<file path="src/rtl/rom_stream_tx.sv">
// rtl/rom_stream_tx.sv - host-side instruction-ROM load transmitter
//
// Holds a NUM_INSTR x 15-bit program buffer. On start it holds the target in
// reset for RST_CYCLES cycles. It then streams each instruction as three 5-bit
// quintets, low quintet first, one per clock, with no gaps.
//
// Ports:
//   clk        in   1   clock, shared with the target
//   rst        in   1   synchronous active-high reset
//   prog_we    in   1   program buffer write strobe (ignored while busy)
//   prog_addr  in   3   buffer entry to write
//   prog_data  in  15   instruction word
//   start      in   1   begin a load sequence (sampled in IDLE only)
//   tgt_rst    out  1   target reset (target io_in[1])
//   tgt_q      out  5   quintet (target io_in[7:3])
//   busy       out  1   high while in RESET or STREAM
//   done       out  1   one-cycle pulse after the last quintet was consumed
//   loaded     out  1   a full stream has completed since the last start/rst
module rom_stream_tx #(
  parameter int NUM_INSTR  = 8,
  parameter int RST_CYCLES = 2
) (
  input  logic        clk,
  input  logic        rst,
  input  logic        prog_we,
  input  logic [2:0]  prog_addr,
  input  logic [14:0] prog_data,
  input  logic        start,
  output logic        tgt_rst,
  output logic [4:0]  tgt_q,
  output logic        busy,
  output logic        done,
  output logic        loaded
);

  localparam int IW = (NUM_INSTR > 1) ? $clog2(NUM_INSTR) : 1;
  localparam logic [IW-1:0] I_LAST   = IW'(NUM_INSTR - 1);
  localparam logic [3:0]    RST_LAST = 4'(RST_CYCLES - 1);

  typedef enum logic [1:0] {
    S_IDLE,
    S_RESET,
    S_STREAM
  } state_t;

  state_t        state_q, state_d;
  logic [3:0]    rst_cnt_q, rst_cnt_d;
  logic [IW-1:0] i_q, i_d;
  logic [1:0]    q_q, q_d;
  logic [14:0]   pbuf_q [NUM_INSTR];
  logic [14:0]   pbuf_d [NUM_INSTR];
  logic          tgt_rst_q, tgt_rst_d;
  logic [4:0]    tgt_q_q, tgt_q_d;
  logic          busy_q, busy_d;
  logic          done_q, done_d;
  logic          loaded_q, loaded_d;
  logic [IW-1:0] i_nxt;

  // Select quintet sel (0 = low) of an instruction word.
  function automatic logic [4:0] quintet(input logic [14:0] w, input logic [1:0] sel);
    case (sel)
      2'd0:    return w[4:0];
      2'd1:    return w[9:5];
      default: return w[14:10];
    endcase
  endfunction

  assign i_nxt = i_q + IW'(1);

  always_comb begin
    state_d   = state_q;
    rst_cnt_d = rst_cnt_q;
    i_d       = i_q;
    q_d       = q_q;
    pbuf_d    = pbuf_q;
    tgt_rst_d = tgt_rst_q;
    tgt_q_d   = tgt_q_q;
    busy_d    = busy_q;
    done_d    = 1'b0;
    loaded_d  = loaded_q;

    // Writes only land in IDLE. The stream reads the buffer no earlier than
    // the RESET->STREAM edge, so a write sampled together with start is
    // already visible to the first quintet.
    if (prog_we && (state_q == S_IDLE) && (int'(prog_addr) < NUM_INSTR)) begin
      pbuf_d[prog_addr] = prog_data;
    end

    case (state_q)
      S_IDLE: begin
        tgt_q_d = 5'd0;
        if (start) begin
          state_d   = S_RESET;
          busy_d    = 1'b1;
          loaded_d  = 1'b0;
          tgt_rst_d = 1'b1;
          rst_cnt_d = 4'd0;
        end
      end

      S_RESET: begin
        if (rst_cnt_q == RST_LAST) begin
          state_d   = S_STREAM;
          tgt_rst_d = 1'b0;
          tgt_q_d   = quintet(pbuf_q[0], 2'd0);
          i_d       = '0;
          q_d       = 2'd0;
        end else begin
          rst_cnt_d = rst_cnt_q + 4'd1;
        end
      end

      S_STREAM: begin
        if (q_q == 2'd2) begin
          if (i_q == I_LAST) begin
            // Last quintet has been held for its cycle: finish the load.
            state_d  = S_IDLE;
            tgt_q_d  = 5'd0;
            busy_d   = 1'b0;
            done_d   = 1'b1;
            loaded_d = 1'b1;
            i_d      = '0;
            q_d      = 2'd0;
          end else begin
            i_d     = i_nxt;
            q_d     = 2'd0;
            tgt_q_d = quintet(pbuf_q[i_nxt], 2'd0);
          end
        end else begin
          q_d     = q_q + 2'd1;
          tgt_q_d = quintet(pbuf_q[i_q], q_q + 2'd1);
        end
      end

      default: begin
        state_d = S_IDLE;
      end
    endcase
  end

  always_ff @(posedge clk) begin
    if (rst) begin
      state_q   <= S_IDLE;
      rst_cnt_q <= 4'd0;
      i_q       <= '0;
      q_q       <= 2'd0;
      tgt_rst_q <= 1'b1;
      tgt_q_q   <= 5'd0;
      busy_q    <= 1'b0;
      done_q    <= 1'b0;
      loaded_q  <= 1'b0;
      for (int k = 0; k < NUM_INSTR; k++) begin
        pbuf_q[k] <= 15'd0;
      end
    end else begin
      state_q   <= state_d;
      rst_cnt_q <= rst_cnt_d;
      i_q       <= i_d;
      q_q       <= q_d;
      tgt_rst_q <= tgt_rst_d;
      tgt_q_q   <= tgt_q_d;
      busy_q    <= busy_d;
      done_q    <= done_d;
      loaded_q  <= loaded_d;
      pbuf_q    <= pbuf_d;
    end
  end

  assign tgt_rst = tgt_rst_q;
  assign tgt_q   = tgt_q_q;
  assign busy    = busy_q;
  assign done    = done_q;
  assign loaded  = loaded_q;

endmodule
</file>
<file path="config.mk">
export PLATFORM = sky130hd
export DESIGN_NAME = rom_stream_tx
export DESIGN_NICKNAME = d
export VERILOG_FILES = /design/src/rtl/rom_stream_tx.sv
export SDC_FILE = /design/constraint.sdc
export NUM_CORES = 1
export LEC_CHECK = 0
export CAP_MARGIN = 20
export CORE_AREA = 2 2 171 122
export CTS_CLUSTER_DIAMETER = 50
export DETAILED_ROUTE_END_ITERATION = 12
export DIE_AREA = 0 0 173 124
export PLACE_DENSITY = 0.51
export SLEW_MARGIN = 20
export SYNTH_ARGS = -nofsm -noshare
export SYNTH_HDL_FRONTEND = slang
export SYNTH_SLANG_ARGS = --single-unit
</file>
<file path="constraint.sdc">
create_clock -name clk -period 2.03 [get_ports clk]
set_clock_uncertainty 0.2 [all_clocks]
set_input_delay 0.609 -clock clk [delete_from_list [all_inputs] [get_ports clk]]
set_output_delay 0.609 -clock clk [all_outputs]
set_load 0.005 [all_outputs]
</file>
==> reports/qor.yml, run 1 <==
cts:
  path_clk_slew_ns: 0.06
  h-tree-depth: 4
  clock_latency_ns: 0.42
  cts_buffer_depth: 2
  cts.root.buffer_cell: "clkbuf_16"
  clock-sinks: 140
  cts_hold_buf: 0
  cts_buffers: 17
  cts_tree: "done"
synth:
  synth-main-ff-cell: "dfxtp_1"
  syn_area_um2: 6840
  async_flop_share_pct: 0
  yosysTopAreaCell: "dfxtp_1"
  synth_edf_count: 0
  seq_area_frac_synth_pct: 41.0
  ys_warn_count: 0
  ys_types: 47
  syn_inst: 775
  yosys-top-cells-area: "dfxtp_1 41%, mux2i_1 18%, nand2_1 8.6%, a21oi_1 6.0%, nor2_1 4.1%"
  synth_top_area_share_pct: 41.0
  syn-num-nets: 809
  synth.avg_cell_area_um2: 8.82
  yosys_register_bits: 140
grt:
  grt_usage_pct: 19.7
  grt.overflow.total: 0
  grt_pass1_wl_mm: 32.0
  antenna_found_initial: 0
  grt_pass1_vias: 5695
  grt_max_degree: 132
route:
  vias_per_cell: 5.21
  finalWirelength_mm: 20.5
  top_layer: "met4"
  wl_met3_mm: 1.02
  vias: 5755
  drt-wirelength-per-cell_um: 18.6
  dr.pass1.iters: 5
  ant_nets: 0
  wl_met2_mm: 8.92
  dr.first_iter.drc_count: 382
  drc: 0
  wl_met1_mm: 10.3
floorplan:
  die_h_um: 124
  die_w_um: 173
  rows: 43
  die_area_um2: 21500
  start_util_pct: 34.7
  ios: 31
  coreArea_um2: 19700
power_and_ir_drop:
  power_w: 0.00820
  peakVddDrop_uv: 584
  p_leak_nw: 3.10
  p_per_area_nw_per_um2: 954
timing:
  finalSetupViolations: 5
  hold_violations: 0
  fin_crit_sh_pct: 105
  min_period_ns: 2.13
  worst_pin_slew_ns: 0.646
  setup_tns_ns: -0.201
  fmax_ghz: 0.470
  grt_setup_unrepaired: "yes"
  hold_ws_ns: 0.254
  finalMaxSlewViolations: 0
  worst_slack_ns: -0.0976
  slew-limit-headroom_pct: 57.0
place:
  hpwlAfterDp_mm: 13.8
  dp.cells: 1064
  gp_congestion: 0.848
  port_buffers: 30
run_status:
  status: "finished with violations"
  violations: "setup timing"
finish:
  syn_to_final_growth_pct: 25.6
  finish.utilization_pct: 43.6
  antennaDiodeCount: 0
  nNetsFinal: 856
  final_cell_mix: "157 x nand2_1, 136 x dfxtp_1, 119 x mux2i_1"
  layout-drive-gt1-share_pct: 16.8
  final_common_cell: "nand2_1"
  area.sequential_um2: 2810
  n_fill_cell: 1913
  layout.cells.non_filler: 1104
  multi_input_area_um2: 3760
worst_hold_path:
  hold_depth: 2
  min_path_type: "reg2reg"
  hold_start: "pbuf_q[99]"
setup_path:
  r2r_start: "i_q[1]"
  worst_setup_path_end_kind: "flip-flop"
  critical_path_class: "reg2reg"
  crit_fanout: 9
  max_stage_delay_ns: 0.42
  path_cells: "ha_4 -> buf_12 -> mux2i_1 -> a21oi_1 -> nand4_1 -> a221o_1 -> o22ai_2"
  cp.required_ns: 2.16
  worst-r2r-cell-count: 7
  cp.arrival_ns: 2.26
  cp_slowest_cell: "a221o_1"
  crit_start: "i_q[1]"
  critPathLaunchType: "flip-flop"
run:
  drv_cap: 0
## critical path: cells and delay by family, from the launching register on
family	cells	cell delay (ns)
simple gates	1	0.19
compound gates	3	0.71
flops	1	0.37
buf+inv	1	0.15
fa+ha+maj	1	0.32
mux	1	0.09
## flip-flops by register name, indices dropped and copies added, names as in the netlist
name / count
busy: 1
done: 1
i_q: 3
loaded: 1
pbuf_q: 120
q_q: 2
rst_cnt_q: 4
state_q: 2
tgt_q: 5
tgt_rst: 1
## Yosys cell counts (all sizes together), types with 5 or more instances
cell type	instances
nand2	158
dfxtp	140
mux2i	122
a21oi	82
nor2	78
clkbuf	45
buf	23
a22oi	15
ha	12
mux4	10
nand3	10
nor2b	9
inv	8
o21ai	6
a221o	5
a41o	5
and4	5
mux2	5
nand4	5
o22ai	5
## final timing paths
| path | to | slack, ns |
|---|---|---|
| worst min-delay path | pbuf_q[99] | 0.25 |
| worst min register to register | pbuf_q[99] | 0.25 |
| worst max-delay path | tgt_q[3] | -0.1 |
| worst max register to register | tgt_q[3] | -0.1 |
## through the flow
| step | setup WS, ns | area [um2] |
|---|---|---|
| 2_1_floorplan | 0.0109 | 6840 |
| 3_3_place_gp | -0.354 | 7720 |
| 3_5_place_dp | -0.437 | 7720 |
| 4_1_cts | -0.0344 | 8510 |
| 5_1_grt | -0.185 | 8590 |
| 6_report | -0.0976 | 8590 |
## final cells by class
| type | count | area share (%) |
|---|---|---|
| timing repair buffer | 96 | 11.9 |
| clock buffer | 24 | 5.73 |
| inverter | 8 | 0.350 |
| sequential | 140 | 32.7 |
| clock inverter | 7 | 1.57 |
| multi-input combinational | 559 | 43.8 |
| tap | 270 | 3.93 |
## per-layer routing
metal	up-vias	global-route usage [%]
met2	156	30.5
met1	2819	27.6
met3	19	4.15
li1	2761	-
met4	0	5.99
met5	-	0
## timing repair
action / in CTS / in global routing
gates resized for setup: 35 / 15
setup buffers: 7 / 1
pin swaps: 11 / 4
endpoints found under the setup margin: 39 / 43
cloned: 1 / 0
hold endpoints to repair: 0 / 0
## power breakdown
group | switching (W) | leakage [nW] | internal (W)
registers | 0.0000932 | 1.13 | 0.00290
clock network | 0.00116 | 0.310 | 0.00218
logic | 0.00107 | 1.65 | 0.000794
## kinds of logic after synthesis
kind of cell,after synthesis,share of synthesized area [%]
adder cells (fa/ha/maj),12,2.20
flip-flops,140,41.0
AND/OR/NAND/NOR,280,17.3
buffers and inverters,76,5.89
AO/OA/AOI/OAI,128,11.3
XOR/XNOR,2,0.256
multiplexers,137,22.1
Power figures use the tool's default switching activity.
==> run 2, diff against run 1 <==
HOLD_SLACK_MARGIN = 0.12   (was not set)
==> results of run 2 <==
The final DEF is identical to that of run 1; final timing and power are the same.
